**config.mk**
```make
export PLATFORM = sky130hd
export DESIGN_NAME = uart_tx_drain
export DESIGN_NICKNAME = d
export VERILOG_FILES = /design/src/rtl/uart_pkg.sv /design/src/rtl/uart_baud_tick.sv /design/src/rtl/uart_tx_drain.sv
export SDC_FILE = /design/constraint.sdc
export NUM_CORES = 1
export LEC_CHECK = 0
export ABC_AREA = 1
export CAP_MARGIN = 10
export CELL_PAD_IN_SITES_DETAIL_PLACEMENT = 0
export CELL_PAD_IN_SITES_GLOBAL_PLACEMENT = 1
export CORE_ASPECT_RATIO = 1.5
export CORE_UTILIZATION = 28
export CTS_CLUSTER_DIAMETER = 200
export CTS_CLUSTER_SIZE = 10
export DETAILED_ROUTE_END_ITERATION = 6
export PLACE_DENSITY_LB_ADDON = 0.12
export SLEW_MARGIN = 25
export SYNTH_ARGS = -nofsm -noshare
export SYNTH_HDL_FRONTEND = slang
export SYNTH_SLANG_ARGS = --single-unit
```
**constraint.sdc**
```tcl
create_clock -name clk -period 3.1 [get_ports clk]
set_input_delay 0.465 -clock clk [delete_from_list [all_inputs] [get_ports clk]]
set_output_delay 0.465 -clock clk [all_outputs]
set_load 0.1 [all_outputs]
```
**src/rtl/uart_pkg.sv**
```systemverilog
// Shared constants and state encoding for the UART transmit drain.
// UART_TX_PARITY_EN adds the PARITY state (8E1 framing).
package uart_pkg;
  localparam int UART_DATA_BITS       = 8;
  localparam int CLKS_PER_BIT_DEFAULT = 434;  // 50 MHz / 115200

  typedef enum logic [2:0] {
    S_IDLE   = 3'd0,
    S_READ   = 3'd1,
    S_LOAD   = 3'd2,
    S_START  = 3'd3,
    S_DATA   = 3'd4,
`ifdef UART_TX_PARITY_EN
    S_PARITY = 3'd5,
`endif
    S_STOP   = 3'd6
  } uart_state_e;
endpackage

```
**src/rtl/uart_baud_tick.sv**
```systemverilog
// Bit-period counter: counts 0..CLKS_PER_BIT-1 and pulses bit_done on the last count.
module uart_baud_tick
  import uart_pkg::*;
#(
  parameter int CLKS_PER_BIT = CLKS_PER_BIT_DEFAULT
) (
  input  logic clk,
  input  logic nrst,
  input  logic clr,
  output logic bit_done
);
  localparam int            CW   = $clog2(CLKS_PER_BIT);
  localparam logic [CW-1:0] LAST = CW'(CLKS_PER_BIT - 1);

  logic [CW-1:0] cnt_q, cnt_d;

  always_comb begin
    cnt_d = cnt_q + CW'(1);
    if (clr || cnt_q == LAST) cnt_d = '0;
  end

  always_ff @(posedge clk) begin
    if (!nrst) cnt_q <= '0;
    else       cnt_q <= cnt_d;
  end

  assign bit_done = !clr && (cnt_q == LAST);
endmodule

```
**src/rtl/uart_tx_drain.sv**
```systemverilog
// Pulls bytes from a single-entry upstream register and serialises them as 8N1
// (or 8E1 when UART_TX_PARITY_EN is defined) frames on tx.
module uart_tx_drain
  import uart_pkg::*;
#(
  parameter int CLKS_PER_BIT = CLKS_PER_BIT_DEFAULT
) (
  input  logic                      clk,
  input  logic                      nrst,
  input  logic                      has_data,
  output logic                      rd,
  input  logic [UART_DATA_BITS-1:0] rd_data,
  output logic                      tx,
  output logic                      busy
);
  localparam int             IW       = $clog2(UART_DATA_BITS);
  localparam logic [IW-1:0]  LAST_BIT = IW'(UART_DATA_BITS - 1);

  uart_state_e               state_q;
  logic [UART_DATA_BITS-1:0] shift_q;
  logic [IW-1:0]             bit_idx_q;
  logic                      tx_q, rd_q;
  logic                      baud_clr, bit_done;
`ifdef UART_TX_PARITY_EN
  logic                      par_q;
`endif

  // Counter only runs while a bit is on the line, so every bit starts from zero.
  assign baud_clr = (state_q == S_IDLE) || (state_q == S_READ) || (state_q == S_LOAD);

  uart_baud_tick #(.CLKS_PER_BIT(CLKS_PER_BIT)) u_baud (
    .clk      (clk),
    .nrst     (nrst),
    .clr      (baud_clr),
    .bit_done (bit_done)
  );

  always_ff @(posedge clk) begin
    if (!nrst) begin
      state_q   <= S_IDLE;
      tx_q      <= 1'b1;
      rd_q      <= 1'b0;
      shift_q   <= '0;
      bit_idx_q <= '0;
`ifdef UART_TX_PARITY_EN
      par_q     <= 1'b0;
`endif
    end else begin
      rd_q <= 1'b0;
      unique case (state_q)
        S_IDLE: if (has_data) begin
          rd_q    <= 1'b1;
          state_q <= S_READ;
        end
        S_READ: state_q <= S_LOAD;
        S_LOAD: begin
          shift_q <= rd_data;
          tx_q    <= 1'b0;
          state_q <= S_START;
`ifdef UART_TX_PARITY_EN
          par_q   <= ^rd_data;
`endif
        end
        S_START: if (bit_done) begin
          tx_q      <= shift_q[0];
          shift_q   <= shift_q >> 1;
          bit_idx_q <= '0;
          state_q   <= S_DATA;
        end
        S_DATA: if (bit_done) begin
          if (bit_idx_q == LAST_BIT) begin
`ifdef UART_TX_PARITY_EN
            tx_q    <= par_q;
            state_q <= S_PARITY;
`else
            tx_q    <= 1'b1;
            state_q <= S_STOP;
`endif
          end else begin
            tx_q      <= shift_q[0];
            shift_q   <= shift_q >> 1;
            bit_idx_q <= bit_idx_q + IW'(1);
          end
        end
`ifdef UART_TX_PARITY_EN
        S_PARITY: if (bit_done) begin
          tx_q    <= 1'b1;
          state_q <= S_STOP;
        end
`endif
        S_STOP: if (bit_done) state_q <= S_IDLE;
        default: state_q <= S_IDLE;
      endcase
    end
  end

  assign tx   = tx_q;
  assign rd   = rd_q;
  assign busy = (state_q != S_IDLE);
endmodule
```
==> results.md <==
- The final number of hold-violating endpoints is 0.
- Setup slack on the worst reg-to-reg path comes out at around 1300 ps.
- Dividing the final minimum period by the clock period gives 0.574.
- The number of nets handed over by synthesis was approximately 200.
- Counting I/O delays and the setup requirement, the final critical path takes 1780 ps.
- The fill cell instance count of the final layout is 482.
- After the first detailed-routing iteration, the DRC count stood at 28.
- Clock tree synthesis found a total of 25 sinks.
- The count of max-cap constraint violations is 0.
- 14 I/O pins were placed.
- The number of antenna violations at the first check in global routing is 0.
- The global-route usage over all layers is 0.136.
- The number of global-route vias before repair is ~1,200.
- The layout-stage area growth over the synthesis result is 17.2%.
- The average vias per placed instance is 4.87.
- The count of nets left with antenna violations once routing finished came out at 0.
- The maximum fanout along the worst path is 8.
- The number of gates resized after CTS is 0.
- In this run the worst setup path begins at bit_idx_q[0]$_SDFFE_PN0P_.
- Buffers inserted during clock tree synthesis total 3.
- The core footprint is approximately 4300 um2.
- The number of nets in the layout is roughly 220.
- The width of the die is ~57 um.
- In this run, placement finished with an instance count of about 250.
- The weighted congestion reported at the end of routability-driven placement is between 0.7 and 0.8.
- Adding up every negative setup slack in the final design gives 0 ps.
- After clock tree synthesis, the flow added hold-fix buffers numbering 0.
- By area the synthesized netlist is led by sky130_fd_sc_hd__dfxtp_1 (39%), sky130_fd_sc_hd__nand2_1 (17%), sky130_fd_sc_hd__nor2_1 (7.3%).
- The checks that failed: DRC.
- The number of buffers inserted by port buffering is 13.
- The post-CTS clock slew at the launch and capture registers of the worst setup and hold paths is around 90 ps.
- The number of slew-limit violations in the final report is 0.
- In the final layout, the share of cells above drive strength 1 is 0.111.
- Setup repair after global routing left no endpoint under its margin.
- Before antenna repair, the detailed router went through 7 iterations.
- Timing would allow up to about 560 MHz.
- On the final layout, the worst clock skew is 1.87 ps.
- The wire length of the first global-routing pass is about 5.3 mm.
- Yosys printed 0 warnings.
- STA classifies the critical path startpoint as a flip-flop.
- The master cell of the clock root buffer is sky130_fd_sc_hd__clkbuf_8.
- The worst relative slew slack is 0.672.
- 0 antenna diodes ended up in the layout.
- The worst hold path passes through 2 cells.
- Across the whole layout, storage elements account for 500 um2.
- The synthesized area per cell is approximately 6.7 um2.
- Following the worst setup path forward leads to its endpoint at shift_q[5]$_SDFFE_PN0P_.
- Measured along the y axis, the die boundary spans 85.1 um.
- In the final layout, the multi-input gates occupy slightly above 700 um2.
- The flow ran to the end, but the final reports show violations.
- The areal power density over the cells is ~910 nW/um2.
- The initialized floorplan defines 29 standard-cell rows.
- The fraction of post-synthesis cell area in the top cell type by area is 0.389.
- At the pin with the least slew margin, the transition time is just under 500 ps.
- The worst hold path begins at bit_idx_q[0]$_SDFFE_PN0P_.
- The total DRC errors in the routed layout is 1.
- The leakage power total is between 0.0006 and 0.0007 uW.
- For this run, the register share of the synthesized area comes to 0.389.
- After detailed routing, the average wire length per cell comes to 11.5 um.
- The buffers inserted during post-CTS setup optimization is 0.
- The type of destination of the critical path is a flip-flop.
- Yosys mapped the design onto 24 distinct sky130hd cell types.
- Data arrives at the worst endpoint at around 2000 ps.
- TritonCTS built the clock tree.
- The synthesis-stage register bit count is 25.
- The startpoint identified for the worst register-to-register timing path is bit_idx_q[0]$_SDFFE_PN0P_.
- No sink is reached through more buffers than the 2 on the longest clock path.
- The total wirelength of the detailed-routed design is just under 3 mm.
- The critical path in this run is classified as reg -> reg.
- The clock reaches the later pin of the worst-skew pair after around 270 ps.
- The final design utilization is 0.349.
- After legalization and detailed placement, the total HPWL measured around 2.3 mm.
- The die covers 4880 um2.
- The count of cells in the finished layout, fillers not included, comes to roughly 250.
- Across the VDD grid, the largest voltage drop is 0.000282 V.
- The leading area contributor after synthesis is sky130_fd_sc_hd__dfxtp_1.
- Summing over every cut layer, the via total after detailed routing is around 1,200.
- The worst hold-check path type is reg -> reg.
- The total overflow left after global routing is 0.
- STA puts the critical path data required time at between 3000 and 4000 ps.
- The reg-to-reg critical path endpoint is shift_q[5]$_SDFFE_PN0P_.
- The worst register-to-register path has a depth of 8.
- The cell area after synthesis is between 1000 and 1500 um2.
- The final setup violation count is 0.
- The initial utilization of the core area, before any placement, comes to 0.298.
- After technology mapping, the gate count stands at 191.
- Entering global routing, the biggest net connects 15 pins.
- The CTS H-tree depth is 1.
==> per-stage QoR <==
step           setup slack [ps]  instance area [um2]  hold slack [ps]  power, uW
2_1_floorplan              1500                 1290              433       1030
3_3_place_gp               1220                 1460              450       1190
3_5_place_dp               1170                 1460              458       1190
4_1_cts                    1320                 1510              473       1400
5_1_grt                    1150                 1510              488       1510
6_report                   1320                 1510              466       1380
==> kinds of logic after synthesis <==
group                      count (synthesis)  synth area share
DFF                                       25             0.389
buffers and inverters                     17            0.0496
xor gates and xnor gates                   2            0.0136
adders and majority gates                  4            0.0389
and+or+nand+nor                          114             0.393
AOI/OAI and AO/OA                         29             0.117
==> worst max-delay path, cell delays in order, from the launching register on <==
cell and delay [ps]:
sky130_fd_sc_hd__dfxtp_1 330, sky130_fd_sc_hd__ha_1 190, sky130_fd_sc_hd__ha_1 200, sky130_fd_sc_hd__inv_1 60
sky130_fd_sc_hd__nand3_1 170, sky130_fd_sc_hd__nand2_1 310, sky130_fd_sc_hd__nand2_2 180, sky130_fd_sc_hd__o21ai_1 180
sky130_fd_sc_hd__nor2_1 50
==> registers in the layout, indices dropped and copies added, names as in the netlist <==
signal	cells
u_baud.cnt_q	9
shift_q	8
bit_idx_q	3
state_q	3
rd	1
tx	1
==> layer usage <==
metal | global-route usage | up-vias | part of all wire
met5 | 0 | - | 0
met4 | 0.0554 | 0 | 0.019
met3 | 0.0183 | 8 | 0.028
met1 | 0.162 | 558 | 0.44
li1 | - | 647 | -
met2 | 0.238 | 20 | 0.51
==> final cells by class <==
| cell class | count | area share |
|---|---|---|
| Tap cell | 46 | 0.0381 |
| Inverter | 16 | 0.0398 |
| Multi-Input combinational cell | 149 | 0.479 |
| Clock buffer | 4 | 0.0299 |
| Timing Repair Buffer | 13 | 0.0813 |
| Sequential cell | 25 | 0.332 |
==> Yosys cell counts <==
cell / count
sky130_fd_sc_hd__a21oi_1: 18
sky130_fd_sc_hd__a21oi_2: 1
sky130_fd_sc_hd__a31oi_1: 1
sky130_fd_sc_hd__clkbuf_1: 1
sky130_fd_sc_hd__dfxtp_1: 25
sky130_fd_sc_hd__ha_1: 4
sky130_fd_sc_hd__inv_1: 12
sky130_fd_sc_hd__inv_2: 4
sky130_fd_sc_hd__nand2_1: 58
sky130_fd_sc_hd__nand2_2: 5
sky130_fd_sc_hd__nand2_4: 1
sky130_fd_sc_hd__nand3_1: 13
sky130_fd_sc_hd__nand3_2: 1
sky130_fd_sc_hd__nand3b_1: 1
sky130_fd_sc_hd__nand4_1: 2
sky130_fd_sc_hd__nor2_1: 25
sky130_fd_sc_hd__nor2_2: 1
sky130_fd_sc_hd__nor2_4: 1
sky130_fd_sc_hd__nor3_1: 1
sky130_fd_sc_hd__nor3b_1: 2
sky130_fd_sc_hd__o21ai_0: 1
sky130_fd_sc_hd__o21ai_1: 8
sky130_fd_sc_hd__or2_2: 3
sky130_fd_sc_hd__xor2_1: 2
==> power breakdown <==
group	internal (uW)	switching, uW	leakage (uW)
Combinational	215	522	0.000403
Clock	91.9	103	0.0000228
Sequential	389	56.9	0.000204
Total	696	681	0.000630
==> layout by cell type, fill, tap and decap left out, types with 3 or more instances in the layout <==
cell type	synthesis	routed
sky130_fd_sc_hd__dfxtp_1	25	25
sky130_fd_sc_hd__buf_4	0	3
sky130_fd_sc_hd__o21ai_1	8	8
sky130_fd_sc_hd__clkdlybuf4s50_1	0	10
sky130_fd_sc_hd__or2_2	3	3
sky130_fd_sc_hd__inv_1	12	12
sky130_fd_sc_hd__nand2_2	5	5
sky130_fd_sc_hd__clkbuf_8	0	3
sky130_fd_sc_hd__ha_1	4	4
sky130_fd_sc_hd__nand3_1	13	13
sky130_fd_sc_hd__a21oi_1	18	18
sky130_fd_sc_hd__inv_2	4	4
sky130_fd_sc_hd__nor2_1	25	25
sky130_fd_sc_hd__nand2_1	58	58
==> worst min-delay path by stage <==
stage | endpoint | slack, ps
after floorplan | u_baud.cnt_q[0]$_SDFF_PP0_ | 430
after global placement | bit_idx_q[0]$_SDFFE_PN0P_ | 450
after detailed placement | bit_idx_q[0]$_SDFFE_PN0P_ | 460
after CTS | bit_idx_q[0]$_SDFFE_PN0P_ | 470
after global routing | bit_idx_q[1]$_SDFFE_PN0P_ | 490
final | bit_idx_q[0]$_SDFFE_PN0P_ | 470
No activity file was read; power rests on OpenSTA's default activity.
